$ cat config.mk
export PLATFORM = sky130hd
export DESIGN_NAME = sequence_controller
export DESIGN_NICKNAME = d
export VERILOG_FILES = /design/src/rtl/sequence_controller.sv
export SDC_FILE = /design/constraint.sdc
export NUM_CORES = 1
export LEC_CHECK = 0
export ABC_AREA = 1
export CAP_MARGIN = 20
export CORE_ASPECT_RATIO = 0.7
export CORE_MARGIN = 3
export CORE_UTILIZATION = 45
export DETAILED_ROUTE_END_ITERATION = 16
export PLACE_DENSITY = 0.72
export SKIP_LAST_GASP = 1
export SYNTH_ARGS = -nofsm -noshare
export SYNTH_HDL_FRONTEND = slang
export SYNTH_SLANG_ARGS = --single-unit
$ cat constraint.sdc
create_clock -name clk -period 1.7 [get_ports clk]
set_clock_uncertainty 0.15 [all_clocks]
set_input_delay 0.255 -clock clk [delete_from_list [all_inputs] [get_ports clk]]
set_output_delay 0.255 -clock clk [all_outputs]
set_load 0.03 [all_outputs]
$ cat src/rtl/sequence_controller.sv
// sequence_controller: round-based memory game sequencer.
// Replays the first round+1 ROM entries on the LEDs (P_SHOW cycles lit,
// P_GAP cycles blank each), then checks the player's presses against the
// same entries. Advances rounds until the last one is cleared (win) or a
// wrong press is seen (lose).
// Optional feature macro: SEQCTRL_TIMEOUT_EN -- when defined, each press in
// the USER phase must arrive within P_TIMEOUT cycles or the game is lost.
module sequence_controller #(
  parameter int P_ADDR    = 4,
  parameter int P_DATA    = 4,
  parameter int P_ROUNDS  = 16,
  parameter int P_SHOW    = 50,
  parameter int P_GAP     = 10,
  parameter int P_TIMEOUT = 500
) (
  input  logic              clk,
  input  logic              R,
  input  logic              start,
  input  logic [P_DATA-1:0] btn,
  input  logic [P_DATA-1:0] rom_data,
  output logic [P_ADDR-1:0] rom_addr,
  output logic [P_DATA-1:0] leds,
  output logic [P_ADDR-1:0] round,
  output logic              busy,
  output logic              win,
  output logic              lose
);

  // Timer must hold the largest terminal count of any phase.
  localparam int MAX_SG = (P_SHOW > P_GAP) ? P_SHOW : P_GAP;
  localparam int MAX_T  = (MAX_SG > P_TIMEOUT) ? MAX_SG : P_TIMEOUT;
  localparam int TW     = (MAX_T < 2) ? 1 : $clog2(MAX_T);

  localparam logic [TW-1:0]     SHOW_LAST  = TW'(P_SHOW - 1);
  localparam logic [TW-1:0]     GAP_LAST   = TW'(P_GAP - 1);
  localparam logic [TW-1:0]     TIMER_ONE  = TW'(1);
  localparam logic [P_ADDR-1:0] LAST_ROUND = P_ADDR'(P_ROUNDS - 1);
  localparam logic [P_ADDR-1:0] ADDR_ONE   = P_ADDR'(1);
`ifdef SEQCTRL_TIMEOUT_EN
  localparam logic [TW-1:0]     TO_LAST    = TW'(P_TIMEOUT - 1);
`endif

  typedef enum logic [2:0] {
    ST_IDLE,
    ST_SHOW,
    ST_GAP,
    ST_USER,
    ST_WIN,
    ST_LOSE
  } state_t;

  state_t            state_q;
  logic [P_ADDR-1:0] round_q;
  logic [P_ADDR-1:0] step_q;
  logic [TW-1:0]     timer_q;

  // Game FSM: playback timing, press checking and round progression.
  always_ff @(posedge clk) begin
    if (!R) begin
      state_q <= ST_IDLE;
      round_q <= '0;
      step_q  <= '0;
      timer_q <= '0;
    end else begin
      case (state_q)
        ST_IDLE, ST_WIN, ST_LOSE: begin
          // Terminal states keep round/step for inspection until restart.
          if (start) begin
            round_q <= '0;
            step_q  <= '0;
            timer_q <= '0;
            state_q <= ST_SHOW;
          end
        end

        ST_SHOW: begin
          if (timer_q == SHOW_LAST) begin
            timer_q <= '0;
            state_q <= ST_GAP;
          end else begin
            timer_q <= timer_q + TIMER_ONE;
          end
        end

        ST_GAP: begin
          if (timer_q == GAP_LAST) begin
            timer_q <= '0;
            if (step_q == round_q) begin
              step_q  <= '0;
              state_q <= ST_USER;
            end else begin
              step_q  <= step_q + ADDR_ONE;
              state_q <= ST_SHOW;
            end
          end else begin
            timer_q <= timer_q + TIMER_ONE;
          end
        end

        ST_USER: begin
          if (btn != '0) begin
            // Exact compare also rejects any multi-hot press.
            if (btn != rom_data) begin
              state_q <= ST_LOSE;
            end else begin
              timer_q <= '0;
              if (step_q != round_q) begin
                step_q <= step_q + ADDR_ONE;
              end else if (round_q == LAST_ROUND) begin
                state_q <= ST_WIN;
              end else begin
                round_q <= round_q + ADDR_ONE;
                step_q  <= '0;
                state_q <= ST_SHOW;
              end
            end
`ifdef SEQCTRL_TIMEOUT_EN
          end else if (timer_q == TO_LAST) begin
            state_q <= ST_LOSE;
          end else begin
            timer_q <= timer_q + TIMER_ONE;
`endif
          end
        end

        default: begin
          state_q <= ST_IDLE;
          round_q <= '0;
          step_q  <= '0;
          timer_q <= '0;
        end
      endcase
    end
  end

  // Output decode: everything except leds comes straight from registers.
  assign rom_addr = step_q;
  assign round    = round_q;
  assign busy     = (state_q == ST_SHOW) || (state_q == ST_GAP);
  assign win      = (state_q == ST_WIN);
  assign lose     = (state_q == ST_LOSE);
  assign leds     = (state_q == ST_SHOW) ? rom_data : '0;

endmodule

* Yosys cells after proc, flatten, opt, wreduce, memory -nomap -nowiden *
Index checks and enable logic that the tools add are counted.
Widths: inputs -> output; s select.

word-level totals
  latch bits = 0
  flip-flop bits (word level) = 20
  memory bits (writable) = 0
  output and inout bits = 15
  memories = 0
  bits of input ports = 11
  ROM bits = 0
  word-level logic and storage cells = 67

operators by class
  multiply operators = 0
  multiplexer cells = 29
  shift operators = 0
  $lt $le $gt $ge = 0
  eq/ne operators = 20
  divide/modulo/power cells = 0
  reduce and logical (&&, ||, !) cells = 9
  add/subtract/negate cells = 3
  bitwise logic cells = 2

operator list
  kind                 count
  $mux 4               12
  $mux 9               5
  $pmux 9 s4           1
  $mux 3               7
  $pmux 4 s4           1
  $ne 2x2->1 const B   7
  $pmux 3 s4           1
  $pmux 4 s3           1
  $reduce_and 6->1     2
  $add 9x1->9 const B  1
  $eq 9x4->1 const B   1
  $eq 9x6->1 const B   1
  $add 4x1->4 const B  2
  $ne 4x4->1           2
  $eq 3x2->1 const B   2
  $eq 3x3->1 const B   2
  $ne 3x3->1 const B   2
  $reduce_and 5->1     1
  $eq 4x4->1           1
  $eq 4x4->1 const B   1
  $reduce_bool 4->1    1
  $eq 3x1->1 const B   1
  $logic_not 3->1      1
  $reduce_and 3->1     1
  5 further kinds      6

* Logic depth before layout (Yosys ltp) *
  word-level depth = 6
  depth in mapped cells = 12
  mapped depth without buffers = 12

* Worst setup path after synthesis *
Ideal clock, no wire load.

  kind = register to register
  from = reg round_q[1] (netlist: round[1])
  to = reg step_q[1] (netlist: rom_addr[1])
  path slack = -0.114 ns
  required time = 1.422 ns
  period minus slack after synthesis = 1.814 ns
  buffers on the path = 0
  cell stages (with the launch flop) = 11
  arrival time = 1.537 ns
  library setup time = 0.128 ns
  path through = dfxtp_1 ha_1 nand2_1 nor2_1 nand2_4 nor2_4 nor2_4 nand2_1 nand2_1 nand2_1 nor2_1

on the way
  cells in the longest elaborated chain, start to end = 5
  elaborated cells on any way between the ends = 11
  classes of those cells = eq/ne (4); mux (6); reduce/logical (1)

ends and longest elaborated chain
  item                      RTL line  text
  start: declaration        53        logic [P_ADDR-1:0] round_q;
  start signal: assignment  112       round_q <= round_q + ADDR_ONE;
  $ne 4x4->1                107       if (step_q != round_q) begin
  $mux 4                    107
  $mux 4                    103       if (btn != rom_data) begin
  $mux 4                    101       if (btn != '0) begin
  $pmux 4 s4                65        case (state_q)
  end signal: assignment    92        step_q <= step_q + ADDR_ONE;
  end signal: assignment    108       step_q <= step_q + ADDR_ONE;
  end: declaration          54        logic [P_ADDR-1:0] step_q;

Parallel ways exist; a longest one is shown, timed or not. The select of a mux whose other input is x is not followed.
A chain may end at the register's enable or synchronous reset.

* Worst setup path in the final report *
  from = reg state_q[1]
  to = out busy

on the way
  cells in the longest elaborated chain, start to end = 2
  elaborated cells on any way between the ends = 3
  classes of those cells = eq/ne (2); reduce/logical (1)

ends and longest elaborated chain
  item                                      RTL line  text
  start: declaration                        52        state_t state_q;
  start signal: assignment                  60        state_q <= ST_IDLE;
  start signal: assignment                  72        state_q <= ST_SHOW;
  start signal: assignment                  79        state_q <= ST_GAP;
  $eq 3x1->1 or $eq 3x2->1 (tied branches)  139       assign busy = (state_q == ST_SHOW) || (state_q == ST_GAP);
  $logic_or 1x1->1 *                        139
  end: declaration                          24        output logic busy,

Every way passes the cells marked *; elsewhere a longest branch is shown, timed or not.

==> results.md <==
- Leaving out fill and tap cells, the most frequent cell in the layout is sky130_fd_sc_hd__nand2_1.
- The layout has ~290 filler cells.
- The length in cells of the worst reg-to-reg path is 9.
- Routability-driven placement finished with a final weighted congestion of between 0.8 and 0.9.
- The worst-skew pair later-pin latency is 0.26 ns.
- The placed cell count is ~340.
- The overall via count from detail_route is around 1700.
- The worst setup slack before clock tree synthesis is -0.296 ns.
- The run finished with clean final reports.
- The multi-input combinational cells in the finished layout cover a total of just under 1000 sq um.
- The number of placed I/O pins is 26.
- The die area is around 4000 sq um.
- Max-cap violations in this run came to 0.
- The power density normalized to cell area is 1350 nW/um^2.
- The synthesized netlist contains 30 unique library cells.
- Setup violations remaining at the end of the flow were counted as 0.
- The total length of routed wires is approximately 3900 um.
- Across the whole layout, storage elements account for 420 sq um.
- In this run, synthesis produced a sequential element count of 20.
- The average footprint of a synthesized cell is approximately 6.0 sq um.
- The type of element capturing the critical path is a primary output.
- The first-pass iteration count of the detailed router is 4.
- The largest individual stage delay along the critical path comes from the cell sky130_fd_sc_hd__dfxtp_2.
- The largest voltage drop on the vdd net is between 0.001 and 0.0015 V.
- The core box area is roughly 3000 sq um.
- In the final routed layout, each cell accounts on average for between 10 and 15 um.
- The number of failing hold endpoints at the final stage is 0.
- The depth of the worst hold-timing path is 2.
- The worst endpoint required time is 1.29 ns.
- The count of cells in the finished layout, fillers not included, comes to 345.
- The synthesized instance count is between 200 and 300.
- Global routing used between 20% and 30% of the available tracks across all layers.
- The largest net degree at the start of global routing is 13.
- The total congestion overflow after global routing is 0.
- The biggest fanout along the worst timing path is 5.
- The area share of the leading cell type in the synthesized netlist is between 20% and 30%.
- In this run the number of cells on the critical path is 5.
- The library cells used most frequently in the layout, excluding fill and tap cells, are 75 x sky130_fd_sc_hd__nand2_1, 36 x sky130_fd_sc_hd__buf_4, 31 x sky130_fd_sc_hd__inv_1.
- The starting utilization of the core area is between 50% and 60%.
- The critical path contains buffers and inverters numbering 3 combined.
- The final count of pins violating max slew is 0.
- The count of flip-flops with a built-in enable after synthesis is 0.
- The standby leakage power is ~1.1 nW.
- The startpoint type of the worst setup path is a flop.
- The post-layout net count is 325.
- The maximum clock frequency is a little over 0.6 GHz.
- In the synthesized netlist the dominant register cell turns out to be sky130_fd_sc_hd__dfxtp_1.
- In the final layout, the share of cells above drive strength 1 is approximately 28%.
- The path category of the worst min-delay check is flop to flop.
- The horizontal die dimension is between 70 and 80 um.
- Measured against its own limit, the worst slew margin works out to 79.8%.
- The synthesized design spends more area on one cell type than any other, namely sky130_fd_sc_hd__dfxtp_1.
- The register clock-pin slew on the reported worst setup and hold paths is roughly 0.07 ns.
- The root cell of the clock tree is sky130_fd_sc_hd__clkbuf_8.
- The number of routed nets with antenna violations is 0.
- The wire length of the first global-routing pass is between 6000 and 7000 um.
- Of all flip-flops after synthesis, the portion carrying an async set or reset was 0%.
- Counting stages on the worst path, the most repeated cell is sky130_fd_sc_hd__buf_4.
- Sequential cells were found to cover about a quarter of the synthesized design area.
- For the pin with the worst max-slew slack, the measured transition is ~0.30 ns.
- The worst endpoint data arrival time is between 1 and 1.5 ns.
- The initial antenna violation count is 0.
- The clock drives 20 sinks.
- The routed design could run at a clock period as short as 1.63 ns.
- The total number of yosys warnings is 0.
- The maximum number of buffers from clock root to sink is 2.
- The final sum of negative setup slack is 0 ns.
- The HPWL after detailed placement is ~3000 um.
- Broken down by cell family, the worst path's largest delay share belongs to buffers and inverters.
- The number of port buffers is 25.
- Yosys attributes the largest share of cell area to sky130_fd_sc_hd__dfxtp_1 26%, sky130_fd_sc_hd__nand2_1 20%, sky130_fd_sc_hd__inv_1 8.4%.
- The worst-case setup margin in the final layout is 0.0695 ns.
- TritonCTS built the clock tree.
- 0 antenna diodes ended up in the layout.
- Row generation in the floorplan step produced 16 rows.
- The number of buffers created by CTS is 3.
- CTS built an H-tree with a depth of 1.
- The number of remaining DRC errors is 0.
- From synthesis to final layout, the design area changed by 40.6%.
- In this design, the stage delay of the slowest critical-path cell is between 0.3 and 0.4 ns.
- Setup repair after global routing could not meet its margin everywhere.
- Counting every net in the synthesized netlist gives 267.
- The critical path in this run is classified as flop to primary output.
- The vias per cell is roughly 4.9.
- The critical path goes through buf_4 -> nand3_2 -> buf_4 -> nand2_1 -> buf_4.
- The finished cells cover about 2100 sq um.
- After the first detailed-routing iteration, the DRC count stood at between 100 and 150.
- The synthesized netlist occupies a cell area of 1520 sq um.
- The vertical extent of the die is 54.6 um.
- The cell area after placement is around 2000 sq um.
- The via count of the first global-routing pass is between 1000 and 1500.
- Dividing the final minimum period by the clock period gives 95.9%.
## state kept, by name, indices dropped and copies added (netlist names)
register / cells
round: 4
timer_q: 9
rom_addr: 4
state_q: 3
## routing by layer
metal	part of all wire [%]	wire, um	up-vias	track usage (%)
li1	-	-	907	-
met1	53	2050	749	30.2
met2	42	1630	30	30.1
met3	4.6	176	2	4.04
met4	0.31	12	0	2.33
met5	0	0	-	0
## layout make-up
class | instances | share of cell area [%]
clock buffer | 3 | 1.94
clock inverter | 1 | 1.41
tap | 36 | 2.11
multi-input combinational | 189 | 46.6
inverter | 40 | 7.04
sequential | 20 | 19.7
timing repair buffer | 56 | 21.2
## worst reg2reg max path: cells and delay by family (launching register included)
| family | cells | cell delay [ns] |
|---|---|---|
| flops | 1 | 0.32 |
| compound gates | 2 | 0.26 |
| simple gates | 4 | 0.35 |
| buf+inv | 3 | 0.45 |
## worst paths after layout
| kind | to | startpoint | slack (ns) |
|---|---|---|---|
| setup reg to reg | timer_q[2] | state_q[2] | 0.11 |
| setup / recovery | busy | state_q[1] | 0.07 |
| hold reg to reg | timer_q[7] | timer_q[7] | 0.34 |
| hold / removal | timer_q[7] | timer_q[7] | 0.34 |
## metrics by stage
step                util, %  power (mW)  hold slack (ns)
floorplan                 -        1.67            0.224
global placement       65.8        2.22            0.335
detailed placement     65.8        2.23            0.336
CTS                    67.8        2.70            0.347
global route           71.0        3.09            0.378
finish                 71.0        2.89            0.343
## synth_stat cells (3+ instances only)
cell and n:
sky130_fd_sc_hd__nand4_1 3, sky130_fd_sc_hd__o21ai_0 6, sky130_fd_sc_hd__nand3_1 22, sky130_fd_sc_hd__inv_2 6, sky130_fd_sc_hd__nor2_1 34, sky130_fd_sc_hd__a21oi_1 9, sky130_fd_sc_hd__nand2_2 5, sky130_fd_sc_hd__inv_1 34
sky130_fd_sc_hd__nand2_1 79, sky130_fd_sc_hd__ha_1 4, sky130_fd_sc_hd__dfxtp_1 20, sky130_fd_sc_hd__nand3_2 3, sky130_fd_sc_hd__nor3_1 5
## timing repair
action                                  4_1_cts  5_1_grt
endpoints found under the setup margin       12       21
pin swaps                                     5       11
resized for setup                            17       29
hold buffers                                  0        0
buffers inserted                              1        3
## kinds of logic after synthesis
| logic type | share of synthesized area (%) |
|---|---|
| and+or+nand+nor | 46.1 |
| buffers and inverters | 11.6 |
| AOI/OAI and AO/OA | 11.5 |
| DFF | 26.4 |
| adders and majority gates | 3.30 |
| xor gates and xnor gates | 1.15 |
## where the power goes
| part | switching [mW] | internal, mW |
|---|---|---|
| Clock | 0.162 | 0.314 |
| Combinational | 1.07 | 0.712 |
| Sequential | 0.0784 | 0.556 |
| Total | 1.31 | 1.58 |
No activity file was read; power rests on OpenSTA's default activity.
